$ cat src/rtl/fft8_pkg.sv
// Shared constants, bit-reversal helper and bank-state encoding for the fft8 input loader.
// Latency: none (package only).
// Backpressure: none (package only).
package fft8_pkg;

   localparam int FFT_POINTS = 8;
   localparam int FFT_LOG2   = 3;

   typedef enum logic {
      BANK_FILLING = 1'b0,
      BANK_FULL    = 1'b1
   } bank_state_t;

   // Sample index j lands in slot bitrev3(j), so slot k holds sample bitrev3(k).
   function automatic logic [FFT_LOG2-1:0] bitrev3(input logic [FFT_LOG2-1:0] idx);
      return {idx[0], idx[1], idx[2]};
   endfunction

endpackage

$ cat src/rtl/fft8_sample_bank.sv
// One 8-slot complex register bank with a write port, a flat read-out and a full flag.
// Latency: a write is visible on rd_r/rd_i the cycle after wr_en.
// Backpressure: none here; the owner must not write while the bank is FULL.
module fft8_sample_bank
   import fft8_pkg::*;
#(
   parameter int W = 16
)
(
   input  logic                       clk,
   input  logic                       rst,
   input  logic                       wr_en,
   input  logic [FFT_LOG2-1:0]        wr_slot,
   input  logic [W-1:0]               wr_r,
   input  logic [W-1:0]               wr_i,
   input  logic                       set_full,
   input  logic                       clr_full,
   output bank_state_t                state,
   output logic [FFT_POINTS*W-1:0]    rd_r,
   output logic [FFT_POINTS*W-1:0]    rd_i
);

   logic [W-1:0] mem_r [FFT_POINTS];
   logic [W-1:0] mem_i [FFT_POINTS];

   // Sample storage: cleared on reset, one slot written per accepted sample.
   always_ff @(posedge clk) begin
      if (rst) begin
         for (int k = 0; k < FFT_POINTS; k++) begin
            mem_r[k] <= '0;
            mem_i[k] <= '0;
         end
      end else if (wr_en) begin
         mem_r[wr_slot] <= wr_r;
         mem_i[wr_slot] <= wr_i;
      end
   end

   // Full flag: set when the last sample of a frame lands, cleared when the frame is taken.
   always_ff @(posedge clk) begin
      if (rst) begin
         state <= BANK_FILLING;
      end else if (set_full) begin
         state <= BANK_FULL;
      end else if (clr_full) begin
         state <= BANK_FILLING;
      end
   end

   // Flatten the slots onto the parallel bus, slot k at [k*W +: W].
   always_comb begin
      rd_r = '0;
      rd_i = '0;
      for (int k = 0; k < FFT_POINTS; k++) begin
         rd_r[k*W +: W] = mem_r[k];
         rd_i[k*W +: W] = mem_i[k];
      end
   end

endmodule

$ cat src/rtl/fft8_input_loader.sv
// Serial-to-parallel loader: assembles 8 complex samples into a bit-reversed parallel frame.
// Latency: out_valid rises the cycle after the 8th sample is accepted.
// Backpressure: in_ready drops while no bank is free; the frame is held until out_ready.
// Build option FFT8_LOADER_DOUBLE_BUF_EN: two ping-pong banks instead of one.
module fft8_input_loader
   import fft8_pkg::*;
#(
   parameter int N = 4
)
(
   input  logic                              clk,
   input  logic                              rst,
   input  logic                              in_valid,
   output logic                              in_ready,
   input  logic                              in_sof,
   input  logic [(1<<N)-1:0]                 in_r,
   input  logic [(1<<N)-1:0]                 in_i,
   output logic                              out_valid,
   input  logic                              out_ready,
   output logic [FFT_POINTS*(1<<N)-1:0]      out_r,
   output logic [FFT_POINTS*(1<<N)-1:0]      out_i,
   output logic                              err_sof
);

   localparam int W = 1 << N;

   logic [FFT_LOG2-1:0] wr_idx;
   logic [FFT_LOG2-1:0] eff_idx;
   logic [FFT_LOG2-1:0] wr_slot;
   logic                in_acc;
   logic                out_acc;
   logic                sof_trunc;
   logic                last_acc;

   assign in_acc    = in_valid && in_ready;
   assign out_acc   = out_valid && out_ready;
   // A start-of-frame always restarts at index 0; any partial frame is simply overwritten.
   assign eff_idx   = in_sof ? '0 : wr_idx;
   assign wr_slot   = bitrev3(eff_idx);
   assign sof_trunc = in_acc && in_sof && (wr_idx != '0);
   assign last_acc  = in_acc && (eff_idx == 3'(FFT_POINTS-1));

   // Write counter: advances per accepted sample and wraps 7 -> 0 at frame end.
   always_ff @(posedge clk) begin
      if (rst) begin
         wr_idx <= '0;
      end else if (in_acc) begin
         wr_idx <= eff_idx + 1'b1;
      end
   end

   // One-cycle error pulse when a start-of-frame cuts a partial frame short.
   always_ff @(posedge clk) begin
      if (rst) begin
         err_sof <= 1'b0;
      end else begin
         err_sof <= sof_trunc;
      end
   end

`ifdef FFT8_LOADER_DOUBLE_BUF_EN
   logic                       wr_sel;
   logic                       rd_sel;
   bank_state_t                st0;
   bank_state_t                st1;
   logic [FFT_POINTS*W-1:0]    r0;
   logic [FFT_POINTS*W-1:0]    i0;
   logic [FFT_POINTS*W-1:0]    r1;
   logic [FFT_POINTS*W-1:0]    i1;

   // Ping-pong selectors: write side flips on frame completion, read side on frame hand-off.
   always_ff @(posedge clk) begin
      if (rst) begin
         wr_sel <= 1'b0;
         rd_sel <= 1'b0;
      end else begin
         if (last_acc) wr_sel <= ~wr_sel;
         if (out_acc)  rd_sel <= ~rd_sel;
      end
   end

   fft8_sample_bank #(.W(W)) u_bank0 (
      .clk      (clk),
      .rst      (rst),
      .wr_en    (in_acc && !wr_sel),
      .wr_slot  (wr_slot),
      .wr_r     (in_r),
      .wr_i     (in_i),
      .set_full (last_acc && !wr_sel),
      .clr_full (out_acc && !rd_sel),
      .state    (st0),
      .rd_r     (r0),
      .rd_i     (i0)
   );

   fft8_sample_bank #(.W(W)) u_bank1 (
      .clk      (clk),
      .rst      (rst),
      .wr_en    (in_acc && wr_sel),
      .wr_slot  (wr_slot),
      .wr_r     (in_r),
      .wr_i     (in_i),
      .set_full (last_acc && wr_sel),
      .clr_full (out_acc && rd_sel),
      .state    (st1),
      .rd_r     (r1),
      .rd_i     (i1)
   );

   // Banks fill and drain in order, so the write bank is FULL only when both are.
   assign in_ready  = ((wr_sel ? st1 : st0) == BANK_FILLING);
   assign out_valid = ((rd_sel ? st1 : st0) == BANK_FULL);
   assign out_r     = rd_sel ? r1 : r0;
   assign out_i     = rd_sel ? i1 : i0;
`else
   bank_state_t                st0;
   logic [FFT_POINTS*W-1:0]    r0;
   logic [FFT_POINTS*W-1:0]    i0;

   fft8_sample_bank #(.W(W)) u_bank0 (
      .clk      (clk),
      .rst      (rst),
      .wr_en    (in_acc),
      .wr_slot  (wr_slot),
      .wr_r     (in_r),
      .wr_i     (in_i),
      .set_full (last_acc),
      .clr_full (out_acc),
      .state    (st0),
      .rd_r     (r0),
      .rd_i     (i0)
   );

   // Single bank: input stalls from frame completion until the frame is taken.
   assign in_ready  = (st0 == BANK_FILLING);
   assign out_valid = (st0 == BANK_FULL);
   assign out_r     = r0;
   assign out_i     = i0;
`endif

endmodule
$ cat config.mk
export PLATFORM = sky130hd
export DESIGN_NAME = fft8_input_loader
export DESIGN_NICKNAME = d
export VERILOG_FILES = /design/src/rtl/fft8_pkg.sv /design/src/rtl/fft8_sample_bank.sv /design/src/rtl/fft8_input_loader.sv
export SDC_FILE = /design/constraint.sdc
export NUM_CORES = 1
export LEC_CHECK = 0
export CAP_MARGIN = 20
export CORE_MARGIN = 5
export CORE_UTILIZATION = 50
export CTS_BUF_LIST = sky130_fd_sc_hd__clkbuf_8
export CTS_CLUSTER_DIAMETER = 40
export DETAILED_ROUTE_END_ITERATION = 12
export PLACE_DENSITY = 0.84
export SYNTH_ARGS = -nofsm -noshare
export SYNTH_HDL_FRONTEND = slang
export SYNTH_SLANG_ARGS = --single-unit
$ cat constraint.sdc
create_clock -name clk -period 4.84 [get_ports clk]
set_clock_uncertainty 0.1 [all_clocks]
set_input_delay 0.484 -clock clk [delete_from_list [all_inputs] [get_ports clk]]
set_output_delay 0.484 -clock clk [all_outputs]
set_load 0.03 [all_outputs]
==> results.yml, run 1 <==
yosys:
  ys_async_sr_fraction_pct: 0
  synth_sequential_area_ratio_pct: 77.8
  synth_area_um2: 10000
  synth_edf_count: 256
  synthesis.area_per_instance_um2: 16.9
  synthCells: 591
  postSynthNetCount: 634
  ys_warn_count: 0
  synth_flop_type: "sky130_fd_sc_hd__edfxtp_1"
  ys_ff_latch: 261
  synth.lib_cells_used.distinct: 24
timing:
  final_critical_path_setup_slack_ns: 1.54
  hold_slack_ns: 0.432
  min_period_over_period_pct: 68.1
  setup_tns_ns: 0
  setup_viol_count_final: 0
  slew_violations: 0
  timing_hold_violations_final: 0
  timing_worst_slew_pin_value_ns: 0.970
  rsz0062_at_grt: "false"
  maximum_clock_frequency_mhz: 303
  worst_slew_margin_rel_pct: 35.3
  final.min_clock_period_ns: 3.30
placement:
  io_buffers: 295
  dp.final_hpwl_um: 17600
  pre_cts_worst_setup_slack_ns: 0.860
  gpl.final_weighted_congestion: 0.788
clocking:
  cts.repair.resized: 0
  clkLatencyLatePin_ns: 0.53
  post_cts_buffers: 0
  h_tree_lvls: 2
  holdBufCountCts: 0
  cts_made_buffers: 43
  clockBufferDepth: 3
  clkSinkCount: 261
  clk_pin_slew_ns: 0.06
  cts_tree: "yes"
  ctsRootBufferMaster: "sky130_fd_sc_hd__clkbuf_8"
floorplan:
  die_area_um2: 23000
  fp.dieW_um: 152
  start_util_pct: 51.1
  io_pins: 296
  chipHeight_um: 152
  rows: 51
  design.core.area_um2: 19600
flow_run:
  cap_violations: 0
outcome:
  status: "finished, final reports clean"
cells_and_area:
  final_common_cell: "sky130_fd_sc_hd__clkdlybuf4s50_1"
  final_cell_mix: "295 x sky130_fd_sc_hd__clkdlybuf4s50_1, 256 x sky130_fd_sc_hd__edfxtp_1, 193 x sky130_fd_sc_hd__and2_1"
  num-nets-final: 948
  drive_above_1_share_pct: 8.31
  post_synthesis_to_final_layout_area_growth_pct: 39.4
  num-fill-cells: 1270
  insertedDiodeCount: 0
  finish.utilization_pct: 71.3
power_and_ir_drop:
  power_per_cell_area_nw_per_um2: 360
  worst_vdd_ir_uv: 241
  p_leak_uw: 0.00548
global_routing:
  antenna_found_initial: 0
  gr-usage-all-layers_pct: 22.9
  grt_max_degree: 71
  grt_pass1_wl_um: 38600
  global_route.overflow_total: 0
  grt_pass1_vias: 6399
setup_path:
  worstPathRequired_ns: 4.88
  worst-r2r-setup-slack_ns: 1.85
  crit_path_max_fanout: 70
  crit_path_dat_ns: 3.34
  number_of_cells_traversed_by_the_worst_register_to_register_path: 4
  regToRegEndpoint: "u_bank0.mem_i[2][11]"
  worst-setup-path-type: "input pin to flip-flop"
  crit_path_start_kind: "input pin"
  worst_flop_to_flop_path_startpoint: "u_bank0.state"
  critPathCaptureType: "flip-flop"
hold_path:
  hold_depth: 2
  min_from: "wr_idx[0]"
  hold_wc_path_type: "flip-flop to flip-flop"
  timing.hold.worst_endpoint: "wr_idx[0]"
routing:
  detail_route.wirelength_um: 26900
  dr.pass1.iters: 6
  drc: 0
  ant_nets: 0
  first_iter_violations: 409
  detailroute.via_count: 6169
  routed_via_density: 5.12
  average_wire_per_cell_in_the_routed_design_um: 22.4
-- layout make-up --
class / instances / area [um2] / area share (%)
Clock buffer: 45 / 619 / 4.44
Tap cell: 265 / 332 / 2.38
Timing Repair Buffer: 301 / 3020 / 21.6
Inverter: 5 / 18.8 / 0.134
Sequential cell: 261 / 7790 / 55.8
Clock inverter: 34 / 214 / 1.53
Multi-Input combinational cell: 293 / 1970 / 14.1
-- where the power goes --
part           switching (uW)  internal, uW
Clock                     842          1020
Combinational             353           193
Sequential               32.9          2580
Total                    1230          3790
-- Yosys cell counts, types with 2 or more instances --
library cell	number	area, um2
sky130_fd_sc_hd__nor2b_1	2	12.5
sky130_fd_sc_hd__and2_1	193	1210
sky130_fd_sc_hd__a21o_1	2	15.0
sky130_fd_sc_hd__a211oi_1	2	15.0
sky130_fd_sc_hd__inv_1	5	18.8
sky130_fd_sc_hd__edfxtp_1	256	7690
sky130_fd_sc_hd__clkbuf_2	4	20.0
sky130_fd_sc_hd__and3_1	64	400
sky130_fd_sc_hd__dfxtp_1	5	100
sky130_fd_sc_hd__and3_4	3	33.8
sky130_fd_sc_hd__buf_6	15	169
sky130_fd_sc_hd__buf_2	3	15.0
sky130_fd_sc_hd__ha_1	6	75.1
sky130_fd_sc_hd__or2_2	7	43.8
sky130_fd_sc_hd__clkbuf_1	10	37.5
sky130_fd_sc_hd__nor4b_4	2	47.6
sky130_fd_sc_hd__nand2b_4	2	27.5
sky130_fd_sc_hd__nor2_1	4	15.0
-- routing by layer --
| metal | GRT usage (%) | share of wire (%) | vias up |
|---|---|---|---|
| li1 | - | - | 2757 |
| met5 | 0 | 0 | - |
| met3 | 7.79 | 10 | 59 |
| met4 | 8.76 | 3.3 | 0 |
| met2 | 38.7 | 50 | 323 |
| met1 | 27.4 | 36 | 3030 |
-- cell families after synthesis --
family	synth area share [%]
simple gates	18.4
flops	77.8
buf+inv	2.60
fa+ha+maj	0.750
compound gates	0.400
mux	0.0999
-- worst max path at each step --
stage / start / endpoint / slack, ns
after floorplan: in_sof / u_bank0.mem_i[6][0] / 2.30
after global placement: in_sof / u_bank0.mem_r[7][0] / 0.99
after detailed placement: in_sof / u_bank0.mem_r[7][0] / 0.86
after CTS: in_sof / u_bank0.mem_r[7][0] / 1.42
after global routing: rst / u_bank0.mem_i[2][13] / 1.42
final: rst / u_bank0.mem_i[2][11] / 1.54
-- flip-flops by register name (all words and copies together) (netlist names) --
signal / count
u_bank0.mem_r: 128
u_bank0.mem_i: 128
u_bank0.state: 1
wr_idx: 3
err_sof: 1
-- critical path, stage by stage --
cell and delay (ns):
sky130_fd_sc_hd__clkdlybuf4s50_1 0.67, sky130_fd_sc_hd__nor3b_4 0.27, sky130_fd_sc_hd__buf_4 0.53, sky130_fd_sc_hd__and3_4 0.54
sky130_fd_sc_hd__or2_2 0.81
-- per-stage QoR --
stage | cell area (um2) | power, uW | std cells
final | 14000 | 5020 | 1204
after CTS | 13900 | 5050 | 1203
after detailed placement | 13100 | 3200 | 1124
after global routing | 14000 | 5180 | 1204
after global placement | 13100 | 3190 | 1124
after floorplan | 10000 | 2920 | 591
Power figures use the tool's default switching activity.
==> inputs of run 2 (changes only) <==
--- a/config.mk
+++ b/config.mk
@@ -7,11 +7,11 @@
 export LEC_CHECK = 0
 export CAP_MARGIN = 20
 export CORE_MARGIN = 5
-export CORE_UTILIZATION = 50
+export CORE_UTILIZATION = 44
 export CTS_BUF_LIST = sky130_fd_sc_hd__clkbuf_8
 export CTS_CLUSTER_DIAMETER = 40
 export DETAILED_ROUTE_END_ITERATION = 12
-export PLACE_DENSITY = 0.84
+export PLACE_DENSITY = 0.78
 export SYNTH_ARGS = -nofsm -noshare
 export SYNTH_HDL_FRONTEND = slang
 export SYNTH_SLANG_ARGS = --single-unit
==> constraint.sdc (replaced) <==
create_clock -name clk -period 3 [get_ports clk]
set_clock_uncertainty 0.1 [all_clocks]
set_input_delay 0.3 -clock clk [delete_from_list [all_inputs] [get_ports clk]]
set_output_delay 0.3 -clock clk [all_outputs]
set_load 0.03 [all_outputs]
==> run 2 against run 1 <==
Setup slack worse by 0.99 ns. Via count up 0.81%. Design area up 1.7%. Clock power up 62%. Largest cell class unchanged. Critical endpoint is now u_bank0.mem_r[5][13]. Die area up 13%. Count of clock-buffer cells in the layout up 3. Core utilization down 8.2 points. Non-clock buffer count up 20. Global-route usage down 1.8 points.
==> results.yml, run 2 (synthesis gave the netlist of run 1 again) <==
routing:
  ant_nets: 0
  first_iter_violations: 291
  detail_route.wirelength_um: 28000
  dr.pass1.iters: 4
  detailroute.via_count: 6219
  drc: 0
  average_wire_per_cell_in_the_routed_design_um: 22.5
  routed_via_density: 4.99
hold_path:
  hold_depth: 3
  hold_wc_path_type: "input pin to flip-flop"
  min_from: "out_ready"
  timing.hold.worst_endpoint: "u_bank0.state"
placement:
  dp.final_hpwl_um: 18700
  post_placement_cell_count: 1165
  io_buffers: 295
  gpl.final_weighted_congestion: 0.783
global_routing:
  grt_max_degree: 33
  antenna_found_initial: 2
  grt_pass1_wl_um: 41400
  gr-usage-all-layers_pct: 21.2
  grt_pass1_vias: 6556
  global_route.overflow_total: 0
floorplan:
  start_util_pct: 44.5
  io_pins: 296
  rows: 55
  design.core.area_um2: 22500
  die_area_um2: 25900
  chipHeight_um: 161
  fp.dieW_um: 161
timing:
  final.min_clock_period_ns: 2.44
  maximum_clock_frequency_mhz: 409
  timing_worst_slew_pin_value_ns: 1.03
  setup_viol_count_final: 0
  rsz0062_at_grt: "false"
  min_period_over_period_pct: 81.5
  worst_slew_margin_rel_pct: 31.2
  hold_slack_ns: 0.298
  timing_hold_violations_final: 0
  slew_violations: 0
  setup_tns_ns: 0
clocking:
  clkLatencyLatePin_ns: 0.54
  ctsRootBufferMaster: "sky130_fd_sc_hd__clkbuf_8"
  clk_pin_slew_ns: 0.05
  cts.repair.resized: 0
  post_cts_buffers: 0
  cts_made_buffers: 47
  clockBufferDepth: 3
  cts_tree: "yes"
  clkSinkCount: 261
  holdBufCountCts: 0
  h_tree_lvls: 2
setup_path:
  crit_path_max_fanout: 32
  worst-r2r-setup-slack_ns: 0.56
  regToRegEndpoint: "u_bank0.mem_r[5][13]"
  crit_path_start_kind: "flip-flop"
  worst_flop_to_flop_path_startpoint: "wr_idx[0]"
  worstPathRequired_ns: 3.04
  critPathCaptureType: "flip-flop"
  crit_path_dat_ns: 2.48
  worst-setup-path-type: "flip-flop to flip-flop"
  number_of_cells_traversed_by_the_worst_register_to_register_path: 4
outcome:
  status: "finished, final reports clean"
cells_and_area:
  biggestRegsByFlops: "u_bank0.mem_i: 128 flops, u_bank0.mem_r: 128 flops, wr_idx: 3 flops"
  fin_cells: 1247
  finish.utilization_pct: 63.1
  regArea_um2: 7790
  final_common_cell: "sky130_fd_sc_hd__clkdlybuf4s50_1"
  post_synthesis_to_final_layout_area_growth_pct: 41.7
  num-nets-final: 972
  combined_area_of_the_multi_input_logic_cells_um2: 1970
  final_cell_mix: "295 x sky130_fd_sc_hd__clkdlybuf4s50_1, 256 x sky130_fd_sc_hd__edfxtp_1, 193 x sky130_fd_sc_hd__and2_1"
  num-fill-cells: 1670
  drive_above_1_share_pct: 10.6
power_and_ir_drop:
  worst_vdd_ir_uv: 370
  p_leak_uw: 0.00556
  power_per_cell_area_nw_per_um2: 574
flow_run:
  cap_violations: 0
## run 2: layout make-up
cell class | instances | share of cell area (%)
Sequential cell | 261 | 54.9
Timing Repair Buffer | 321 | 22.6
Multi-Input combinational cell | 293 | 13.9
Clock buffer | 48 | 4.66
Tap cell | 285 | 2.51
Clock inverter | 33 | 1.30
Inverter | 5 | 0.132
Antenna cell | 1 | 0.0176
## run 2: how the worst max path moves through the flow
stage                         start  cells past startpoint                   end  slack [ns]
final                     wr_idx[0]                      4  u_bank0.mem_r[5][13]        0.56
after global routing      wr_idx[0]                      4  u_bank0.mem_r[5][13]        0.41
after CTS                 wr_idx[0]                      4  u_bank0.mem_r[5][13]        0.52
after detailed placement     in_sof                      5   u_bank0.mem_i[5][5]        0.15
after global placement       in_sof                      5   u_bank0.mem_i[5][5]        0.28
after floorplan           wr_idx[0]                      5   u_bank0.mem_i[6][0]        0.60
## run 2: critical path, cell delays in order, from the launching register on
cell                      delay, ns
sky130_fd_sc_hd__dfxtp_1       0.36
sky130_fd_sc_hd__nor2b_1       0.30
sky130_fd_sc_hd__ha_1          0.23
sky130_fd_sc_hd__nor4b_4       0.21
sky130_fd_sc_hd__or2_2         0.84
## run 2: layer usage
layer / up-vias / GRT usage, % / wire length (um)
met5: - / 0 / 13
met3: 51 / 7.47 / 2510
met2: 282 / 35.1 / 13600
li1: 2799 / - / -
met1: 3085 / 25.9 / 11000
met4: 2 / 7.56 / 873
## run 2: through the flow
stage,setup slack (ns),cell area (um2),power (uW)
floorplan,0.596,10000,4710
global placement,0.283,13300,5190
detailed placement,0.145,13300,5200
CTS,0.524,14200,8230
global route,0.407,14200,8460
finish,0.556,14200,8140
## run 2: power by group
part           internal, uW  switching [uW]
Sequential             4150            48.0
Clock                  1580            1440
Combinational           340             578
==> inputs of run 3 (changes only) <==
--- a/config.mk
+++ b/config.mk
@@ -7,11 +7,11 @@
 export LEC_CHECK = 0
 export CAP_MARGIN = 20
 export CORE_MARGIN = 5
-export CORE_UTILIZATION = 44
+export CORE_UTILIZATION = 49
 export CTS_BUF_LIST = sky130_fd_sc_hd__clkbuf_8
 export CTS_CLUSTER_DIAMETER = 40
 export DETAILED_ROUTE_END_ITERATION = 12
-export PLACE_DENSITY = 0.78
+export PLACE_DENSITY = 0.83
 export SYNTH_ARGS = -nofsm -noshare
 export SYNTH_HDL_FRONTEND = slang
 export SYNTH_SLANG_ARGS = --single-unit
==> constraint.sdc (replaced) <==
create_clock -name clk -period 2.3 [get_ports clk]
set_clock_uncertainty 0.1 [all_clocks]
set_input_delay 0.23 -clock clk [delete_from_list [all_inputs] [get_ports clk]]
set_output_delay 0.23 -clock clk [all_outputs]
set_load 0.03 [all_outputs]
==> run 3 against run 2 <==
Flip-flop and latch count unchanged. Final cell count decreased by 0.64%. Highest routed layer is now met4. Sequential share of layout area decreased by 0.16 points. Non-clock buffer count increased by 15. Clock power increased by 19%. Sequential power increased by 30%. First-iteration DRC count increased by 8.2%.
==> results.yml, run 3 (synthesis gave the netlist of run 1 again) <==
timing:
  maximum_clock_frequency_mhz: 483
  timing_worst_slew_pin_value_ns: 0.482
  worst_slew_margin_rel_pct: 67.8
  slew_violations: 0
  setup_tns_ns: 0
  timing_hold_violations_final: 0
  rsz0062_at_grt: "false"
  min_period_over_period_pct: 89.9
  final.min_clock_period_ns: 2.07
  setup_viol_count_final: 0
clocking:
  cts_tree: "yes"
  cts_made_buffers: 42
  post_cts_buffers: 0
  h_tree_lvls: 2
  cts.repair.resized: 0
  ctsRootBufferMaster: "sky130_fd_sc_hd__clkbuf_8"
  clkLatencyLatePin_ns: 0.53
  holdBufCountCts: 0
  clockBufferDepth: 3
  clkSinkCount: 261
  clk_pin_slew_ns: 0.05
cells_and_area:
  drive_above_1_share_pct: 11.5
  final_cell_mix: "295 x sky130_fd_sc_hd__clkdlybuf4s50_1, 256 x sky130_fd_sc_hd__edfxtp_1, 193 x sky130_fd_sc_hd__and2_1"
  num-nets-final: 982
  biggestRegsByFlops: "u_bank0.mem_i: 128 flops, u_bank0.mem_r: 128 flops, wr_idx: 3 flops"
  final_common_cell: "sky130_fd_sc_hd__clkdlybuf4s50_1"
  post_synthesis_to_final_layout_area_growth_pct: 42.1
  finish.utilization_pct: 70.6
  insertedDiodeCount: 0
floorplan:
  io_pins: 296
  rows: 52
  die_area_um2: 23400
  chipHeight_um: 153
  design.core.area_um2: 20200
  fp.dieW_um: 153
  start_util_pct: 49.7
hold_path:
  min_from: "out_ready"
  timing.hold.worst_endpoint: "u_bank0.state"
  hold_wc_path_type: "input pin to flip-flop"
  hold_depth: 3
setup_path:
  worst-setup-path-type: "flip-flop to primary output"
  max_stage_delay_ns: 0.74
  number_of_cells_traversed_by_the_worst_register_to_register_path: 6
  crit_path_max_fanout: 6
  worst_flop_to_flop_path_startpoint: "wr_idx[0]"
  worstPathRequired_ns: 1.97
  cp_num_buf_inv: 1
  critPathSlowestCell: "sky130_fd_sc_hd__clkdlybuf4s50_1"
  crit_path_dat_ns: 1.74
  worst-r2r-setup-slack_ns: 0.28
  crit_family: "buffers and inverters"
  crit_path_start_kind: "flip-flop"
  crit_path_start: "u_bank0.state"
  critPathCaptureType: "primary output"
  path_cells: "clkdlybuf4s50_1"
  regToRegEndpoint: "u_bank0.mem_i[2][13]"
routing:
  average_wire_per_cell_in_the_routed_design_um: 21.5
  detail_route.wirelength_um: 26600
  first_iter_violations: 315
  dr.pass1.iters: 4
  detailroute.via_count: 6158
  ant_nets: 0
  drc: 0
  routed_via_density: 4.97
global_routing:
  grt_pass1_vias: 6507
  global_route.overflow_total: 0
  antenna_found_initial: 1
  gr-usage-all-layers_pct: 22.4
  grt_max_degree: 34
  grt_pass1_wl_um: 39800
flow_run:
  cap_violations: 0
power_and_ir_drop:
  power_per_cell_area_nw_per_um2: 723
  p_leak_uw: 0.00565
  worst_vdd_ir_uv: 552
outcome:
  status: "finished, final reports clean"
placement:
  gpl.final_weighted_congestion: 0.807
  io_buffers: 295
  dp.final_hpwl_um: 18500
run 3: changes by cell type in the layout (fill, tap and decap cells not counted):
cell,previous run,this run
sky130_fd_sc_hd__clkinv_4,2,0
sky130_fd_sc_hd__clkinv_1,14,3
sky130_fd_sc_hd__diode_2,1,0
sky130_fd_sc_hd__inv_1,14,24
sky130_fd_sc_hd__buf_12,5,7
sky130_fd_sc_hd__bufinv_16,1,0
sky130_fd_sc_hd__clkinvlp_4,5,3
sky130_fd_sc_hd__buf_4,21,34
sky130_fd_sc_hd__inv_6,1,0
run 3: layout make-up:
type	instances	area, um2
Inverter	5	18.8
Sequential cell	261	7790
Timing Repair Buffer	336	3350
Clock inverter	26	110
Tap cell	270	338
Fill cell	1314	5940
Multi-Input combinational cell	293	1970
Clock buffer	48	661
run 3: stage by stage:
stage | setup slack [ns] | hold WS [ns] | power [uW] | instances | cell area [um2]
global placement | -0.0242 | 0.402 | 6770 | 1165 | 13500
global route | 0.158 | 0.249 | 10700 | 1239 | 14200
CTS | 0.208 | 0.221 | 10400 | 1239 | 14200
detailed placement | -0.0646 | 0.415 | 6800 | 1165 | 13500
floorplan | 0.158 | 0.276 | 6140 | 591 | 10000
finish | 0.232 | 0.252 | 10300 | 1239 | 14200
run 3: worst max path at each step:
stage,endpoint,depth (start not counted)
final,out_valid,1
after global routing,out_valid,1
after CTS,out_valid,1
after detailed placement,u_bank0.mem_i[7][4],8
after global placement,u_bank0.mem_i[4][10],5
after floorplan,u_bank0.mem_i[6][0],5
run 3: routing by layer:
layer | wire [um] | track usage [%] | vias to the layer above
met5 | 0 | 0 | -
li1 | - | - | 2822
met2 | 13100 | 37.6 | 267
met4 | 941 | 8.61 | 0
met3 | 2280 | 7.24 | 59
met1 | 10300 | 27.2 | 3010
run 3: tightest hold or removal path, stage by stage:
cell,delay [ns]
sky130_fd_sc_hd__clkdlybuf4s50_1,0.40
sky130_fd_sc_hd__nor2_1,0.09
sky130_fd_sc_hd__a21o_1,0.11
run 3: power breakdown:
part           leakage [uW]  switching (uW)  total [uW]  internal [uW]
Sequential          0.00269            59.0        5470           5420
Clock              0.000455            1700        3600           1900
Combinational       0.00250             753        1210            460
